**src/rtl/plic_gateway.sv**
```systemverilog
// plic_gateway: interrupt gateway placed in front of the PLIC.
//   - Synchronises raw interrupt lines (2 flops) and applies per-source
//     polarity (POL) and level/edge trigger mode (TRIG).
//   - Runs a per-source IDLE/PENDING/INFLIGHT lifecycle driven by claim and
//     complete events; irq_pending feeds the PLIC irq_sources inputs.
// Ports:
//   clk, rst                      clock, asynchronous active-high reset
//   waddr/wdata/wstrb/wen         register write port (byte strobes)
//   raddr/rdata                   register read port, 1-cycle registered data
//   irq_in                        raw asynchronous interrupt lines
//   claim_valid/claim_id          claim of a source this cycle
//   complete_valid/complete_id    completion of a source this cycle
//   irq_pending                   registered per-source pending vector
// Register map: 0x0 TRIG (RW), 0x4 POL (RW), 0x8 PEND (RO), 0xC INFL (RO).
module plic_gateway #(
  parameter int NUM_SOURCES = 8,
  parameter int ID_W        = 3,
  parameter int ADDR_WIDTH  = 16,
  parameter int DATA_WIDTH  = 32
) (
  input  logic                   clk,
  input  logic                   rst,
  input  logic [ADDR_WIDTH-1:0]  waddr,
  input  logic [DATA_WIDTH-1:0]  wdata,
  input  logic [3:0]             wstrb,
  input  logic                   wen,
  input  logic [ADDR_WIDTH-1:0]  raddr,
  output logic [DATA_WIDTH-1:0]  rdata,
  input  logic [NUM_SOURCES-1:0] irq_in,
  input  logic                   claim_valid,
  input  logic [ID_W-1:0]        claim_id,
  input  logic                   complete_valid,
  input  logic [ID_W-1:0]        complete_id,
  output logic [NUM_SOURCES-1:0] irq_pending
);

  localparam logic [ADDR_WIDTH-1:0] A_TRIG = ADDR_WIDTH'(16'h0000);
  localparam logic [ADDR_WIDTH-1:0] A_POL  = ADDR_WIDTH'(16'h0004);
  localparam logic [ADDR_WIDTH-1:0] A_PEND = ADDR_WIDTH'(16'h0008);
  localparam logic [ADDR_WIDTH-1:0] A_INFL = ADDR_WIDTH'(16'h000C);

  typedef enum logic [1:0] {
    ST_IDLE = 2'd0,
    ST_PEND = 2'd1,
    ST_INFL = 2'd2
  } state_e;

  // Expand byte strobes into a bit mask over the data word.
  function automatic logic [DATA_WIDTH-1:0] strb_mask(input logic [3:0] strb);
    logic [31:0] m;
    for (int b = 0; b < 4; b++) begin
      m[8*b +: 8] = {8{strb[b]}};
    end
    return DATA_WIDTH'(m);
  endfunction

  logic [NUM_SOURCES-1:0] s1_q, s2_q, prev_q;
  logic [NUM_SOURCES-1:0] trig_q, trig_d, pol_q, pol_d;
  logic [NUM_SOURCES-1:0] edge_lat_q, edge_lat_d;
  logic [NUM_SOURCES-1:0] irq_pending_q, irq_pending_d;
  logic [NUM_SOURCES-1:0] act_s, rise_s, infl_s, trig_clr_s;
  logic [DATA_WIDTH-1:0]  rdata_q, rdata_d;
  logic [DATA_WIDTH-1:0]  mask_s, trig_wr_s, pol_wr_s;
  logic                   unused_s;
  state_e                 state_q [NUM_SOURCES];
  state_e                 state_d [NUM_SOURCES];

  assign act_s  = s2_q ^ pol_q;
  assign rise_s = act_s & ~prev_q;

  assign mask_s    = strb_mask(wstrb);
  assign trig_wr_s = (DATA_WIDTH'(trig_q) & ~mask_s) | (wdata & mask_s);
  assign pol_wr_s  = (DATA_WIDTH'(pol_q) & ~mask_s) | (wdata & mask_s);
  // Bits above NUM_SOURCES are deliberately dropped.
  assign unused_s  = ^{trig_wr_s, pol_wr_s};

  // Config register next-state and TRIG-cleared edge latches.
  always_comb begin
    trig_d     = trig_q;
    pol_d      = pol_q;
    trig_clr_s = '0;
    if (wen && waddr == A_TRIG) begin
      trig_d     = trig_wr_s[NUM_SOURCES-1:0];
      trig_clr_s = mask_s[NUM_SOURCES-1:0] & ~wdata[NUM_SOURCES-1:0];
    end else if (wen && waddr == A_POL) begin
      pol_d = pol_wr_s[NUM_SOURCES-1:0];
    end else begin
      trig_d = trig_q;
    end
  end

  // Per-source lifecycle next-state and edge latch update.
  always_comb begin
    for (int i = 0; i < NUM_SOURCES; i++) begin
      logic claim_hit, comp_hit, edge_evt;
      claim_hit     = claim_valid && (int'(claim_id) == i);
      comp_hit      = complete_valid && (int'(complete_id) == i);
      edge_evt      = trig_q[i] & rise_s[i];
      state_d[i]    = state_q[i];
      edge_lat_d[i] = edge_lat_q[i];
      case (state_q[i])
        ST_IDLE: begin
          if (trig_q[i] ? rise_s[i] : act_s[i]) state_d[i] = ST_PEND;
          else                                  state_d[i] = ST_IDLE;
        end
        ST_PEND: begin
          if (claim_hit)                    state_d[i] = ST_INFL;
          else if (!trig_q[i] && !act_s[i]) state_d[i] = ST_IDLE;
          else                              state_d[i] = ST_PEND;
        end
        ST_INFL: begin
          // An edge arriving in the completion cycle is not lost.
          if (comp_hit) begin
            state_d[i]    = (edge_lat_q[i] || edge_evt) ? ST_PEND : ST_IDLE;
            edge_lat_d[i] = 1'b0;
          end else if (edge_evt) begin
            edge_lat_d[i] = 1'b1;
          end else begin
            state_d[i] = ST_INFL;
          end
        end
        default: state_d[i] = ST_IDLE;
      endcase
      if (trig_clr_s[i]) edge_lat_d[i] = 1'b0;
    end
  end

  // Output decode: pending is registered from next state for 3-edge latency.
  always_comb begin
    for (int i = 0; i < NUM_SOURCES; i++) begin
      irq_pending_d[i] = (state_d[i] == ST_PEND);
      infl_s[i]        = (state_q[i] == ST_INFL);
    end
  end

  // Register read mux.
  always_comb begin
    rdata_d = '0;
    case (raddr)
      A_TRIG:  rdata_d = DATA_WIDTH'(trig_q);
      A_POL:   rdata_d = DATA_WIDTH'(pol_q);
      A_PEND:  rdata_d = DATA_WIDTH'(irq_pending_q);
      A_INFL:  rdata_d = DATA_WIDTH'(infl_s);
      default: rdata_d = '0;
    endcase
  end

  // State register: synchronisers, config, lifecycle and outputs.
  always_ff @(posedge clk or posedge rst) begin
    if (rst) begin
      s1_q          <= '0;
      s2_q          <= '0;
      prev_q        <= '0;
      trig_q        <= '0;
      pol_q         <= '0;
      edge_lat_q    <= '0;
      irq_pending_q <= '0;
      rdata_q       <= '0;
      for (int i = 0; i < NUM_SOURCES; i++) state_q[i] <= ST_IDLE;
    end else begin
      s1_q          <= irq_in;
      s2_q          <= s1_q;
      prev_q        <= act_s;
      trig_q        <= trig_d;
      pol_q         <= pol_d;
      edge_lat_q    <= edge_lat_d;
      irq_pending_q <= irq_pending_d;
      rdata_q       <= rdata_d;
      for (int i = 0; i < NUM_SOURCES; i++) state_q[i] <= state_d[i];
    end
  end

  assign rdata       = rdata_q;
  assign irq_pending = irq_pending_q;

endmodule

```
**config.mk**
```make
export PLATFORM = sky130hd
export DESIGN_NAME = plic_gateway
export DESIGN_NICKNAME = d
export VERILOG_FILES = /design/src/rtl/plic_gateway.sv
export SDC_FILE = /design/constraint.sdc
export NUM_CORES = 1
export LEC_CHECK = 0
export ABC_AREA = 1
export CORE_MARGIN = 4
export CORE_UTILIZATION = 30
export DETAILED_ROUTE_END_ITERATION = 12
export PLACE_DENSITY_LB_ADDON = 0.08
export SETUP_SLACK_MARGIN = 0.3
export SYNTH_ARGS = -nofsm -noshare
export SYNTH_HDL_FRONTEND = slang
export SYNTH_SLANG_ARGS = --single-unit
```
**constraint.sdc**
```tcl
create_clock -name clk -period 7.4 [get_ports clk]
set_clock_uncertainty 0.1 [all_clocks]
set_input_delay 2.22 -clock clk [delete_from_list [all_inputs] [get_ports clk]]
set_output_delay 2.22 -clock clk [all_outputs]
set_load 0.02 [all_outputs]
```
Word-level counts from Yosys, hierarchy flattened
Index checks and enable logic that the tools add are counted.

Bits of input ports: 87. Register bits: 104. Logic and storage cells: 270. Output and inout bits: 40.

Reductions and logical operators: 87. Multiplexer cells: 98. Bitwise gates (word level): 20. Equal/unequal tests: 42.

Operator list (number): 1-bit 2-to-1 mux (64); 2-bit 2-to-1 mux (24); 2-bit case mux with 3 select lines (8); 8-bit AND (5); 16-bit by 3-bit == test with 1-bit output (second input constant) (2); 16-bit by 4-bit == test with 1-bit output (second input constant) (2); 2-bit by 1-bit == test with 1-bit output (second input constant) (16); 16-bit zero test (2); 8-bit case mux with 4 select lines (1); 1-bit logical AND (26); 3-bit == test (second input constant) (8); 8-bit inverter (3); 3-bit nonzero test (8); 2-bit AND reduction (9); 2-bit == test (second input constant) (8); 1-bit zero test (16); 2-bit zero test (8); 8-bit bitwise OR (2); 2-bit nonzero test (8); 3-bit by 2-bit == test with 1-bit output (second input constant) (4); 1-bit AND (8); 1-bit logical OR (8); 8-bit 2-to-1 mux (1); 8-bit XOR (1); other kinds (3) (5).

Longest topological paths before layout
Word-level depth: 8. Gate-level depth with buffers: 8. Mapped depth without buffers: 8.

Least setup slack after synthesis
No wires, ideal clock.

Path kind: in2reg. From: input port waddr[12]. To: register with a tool-made name. Stages on the path: 7. Arrival: 2.953 ns. Setup slack: 4.230 ns. Data required time: 7.183 ns. Setup time: 0.117 ns. Path buffers: 1. Cell sequence: nor2_1 > nand2_1 > nor2_4 > nand3_4 > buf_6 > o21ai_1 > inv_1.

RTL lines: start: declaration (RTL line 23) `input logic [ADDR_WIDTH-1:0] waddr,`.

Final worst setup path
From: input port wstrb[0]. To: register edge_lat_q[2].

Word-level cells in the longest chain between the ends: 4. Elaborated cells between the ends (all ways): 6. Classes of those cells: 2 x mux; 1 x bitwise; 3 x reduce/logical.

RTL lines: start: declaration (RTL line 25) `input logic [3:0] wstrb,`; 8-bit AND (*) (RTL line 84) `trig_clr_s = mask_s[NUM_SOURCES-1:0] & ~wdata[NUM_SOURCES-1:0];`; 8-bit 2-to-1 mux (*) (RTL line 82) `if (wen && waddr == A_TRIG) begin`; 3-bit nonzero test (no source line) / 2-bit nonzero test (equally long branches); 2-bit AND reduction (no source line); end signal: assignment (RTL line 166) `edge_lat_q <= edge_lat_d;`; end: declaration (RTL line 59) `logic [NUM_SOURCES-1:0] edge_lat_q, edge_lat_d;`.

Every way passes the cells marked *; elsewhere a longest branch is shown, timed or not. A chain may end at the register's enable or synchronous reset.

==> out/results.tsv <==
metric	value	unit
synthFlopType	dfrtp_1	
initial_core_util	0.308	
num_rows	42	
rsz0062_at_grt	false	
final.fill_count	1405	
drt_iter0_markers	172	
cts.clk_slew.worst_paths	0.06	ns
leakagePower	0.00261	uW
synth.area.top_cells	dfrtp_1, nand2_1, inv_1, nor2_1, buf_4	
ctsLongestPathBuffers	2	
yosysSeqAreaShare	0.487	
cp-start-kind	input pin	
powerDensity	204	mW/mm^2
overflow	0	
final_hold_viol_count	0	
area_growth	26.4	%
ys_top_cells_by_count	nand2_1, inv_1, dfrtp_1	
numCtsBuffers	9	
timing.hold.ws	0.245	ns
post-route-min-period	3.84	ns
cp_data_arrival_time	3.97	ns
grt_pass1_vias	3320	
report.final.slew_viol_count	0	
fin_setup_tns	0	ns
synth_top_cell_by_area	dfrtp_1	
drt-total-wl	10.5	mm
place_area	0.00495	sq mm
clk_latency	0.34	ns
cts_tree	yes	
grt_antenna_before_repair	0	
die_x	125	um
ys_types	27	
ys_ff_latch	80	
path_class	in2reg	
vdd_drop_max	98.9	uV
die_area	0.0156	sq mm
fin_util	0.389	
drive_gt1_frac	0.0592	
setup_viol	0	
final_cells	784	
ios	127	
required	7.53	ns
relSlewSlack	0.412	
synthArstFlopShare	1.00	
dp_cells	771	
syn-instance-count	526	
routed_via_density	4.35	
fmax	260	MHz
die_h	125	um
min_period_over_period	0.519	
cts_hold_buf	0	
worst_pin_slew	0.879	ns
num_vias	3413	
path_max_fanout	11	
drt.antenna.violating_nets	0	
grt_max_degree	42	
cts_max_level	3	
r2r_slack	6.12	ns
clock-root-buffer	clkbuf_16	
cts.repair.resized	0	
firstDrtPassIters	4	
yosysMostFrequentCell	nand2_1	
wl_per_cell	13.4	um
post_cts_buffers	0	
avgSynthCellArea	7.82	sq um
netlist_area	0.00411	sq mm
clock-sinks	80	
ys_warn_count	0	
io_buffer_count	75	
fin_nets	693	
hp-class	reg2reg	
hpwl	7.49	mm
gp_congestion	0.810	
grt_use_total	0.139	
diodes	0	
drv_cap	0	
grt_pass1_wl	17.1	mm
stdcell_area	0.00520	sq mm
core_area	0.0133	sq mm
end_kind	flop	
drc	0	
outcome	complete, no violations	
synth_edf_count	0	
synth_top_area_frac	0.487	
-- cells by family (layout without fill, tap and decap cells) --
kind of cell	Yosys count	count (layout)	share of synthesized area
AOI/OAI and AO/OA	39	39	0.0554
xor gates and xnor gates	8	8	0.0170
buffers and inverters	122	181	0.139
DFF	80	80	0.487
other	1	24	0.000912
and+or+nand+nor	276	276	0.301
-- cell usage in the layout (no fill, tap or decap), drive strengths merged --
cell type,count
xor2,7
clkbuf,11
nand2,131
o21bai,3
nand4,27
a22oi,5
nor2,71
a21oi,6
o31ai,1
conb,24
or2,5
inv,90
o21ai,19
nor3,1
clkinv,3
xnor2,1
clkdlybuf4s50,75
nand3,41
buf,2
a31oi,5
dfrtp,80
-- area by class of cell --
type	count	area [sq um]	share of cell area
Clock buffer	11	233	0.0448
Clock inverter	2	10.0	0.00193
Inverter	91	343	0.0660
Multi-Input combinational cell	347	1620	0.312
Sequential cell	80	2000	0.385
Tap cell	176	220	0.0424
Timing Repair Buffer	77	766	0.147
-- worst paths after layout --
kind                                   start  cells past startpoint                   endpoint
setup reg to reg                        flop                      4       state_q[0]$_DFF_PP0_
hold reg to reg            s1_q[0]$_DFF_PP0_                      0          s2_q[0]$_DFF_PP0_
setup / recovery                    wstrb[0]                      6  edge_lat_q[2]$_DFFE_PP0P_
hold / removal             s1_q[0]$_DFF_PP0_                      0          s2_q[0]$_DFF_PP0_
min in group asynchronous                rst                      2          s1_q[3]$_DFF_PP0_
max in group asynchronous                rst                      3          s1_q[4]$_DFF_PP0_
-- worst max-delay path, cell delays in order --
cell             delay [ns]
clkdlybuf4s50_1        0.83
inv_1                  0.08
nor3_1                 0.18
nand4_2                0.37
nor2_1                 0.22
nor2_1                 0.06
-- per-stage QoR --
stage	worst slack, ns	total power, uW
2_1_floorplan	3.03	610
3_3_place_gp	3.22	679
3_5_place_dp	3.19	681
4_1_cts	3.55	1070
5_1_grt	3.34	1120
6_report	3.56	1060
-- layer usage --
| metal | wire [um] | track usage | vias to the layer above |
|---|---|---|---|
| li1 | - | - | 1751 |
| met2 | 4970 | 0.233 | 98 |
| met4 | 115 | 0.0376 | 0 |
| met3 | 645 | 0.0516 | 9 |
| met1 | 4740 | 0.169 | 1555 |
| met5 | 0 | 0 | - |
-- where the power goes --
group	leakage (uW)	switching (uW)	internal, uW
logic	0.00151	99.8	72.4
registers	0.000985	26.4	474
clock network	0.000121	166	220
total	0.00261	292	767
Note: power is estimated with default switching activity, not from simulation.
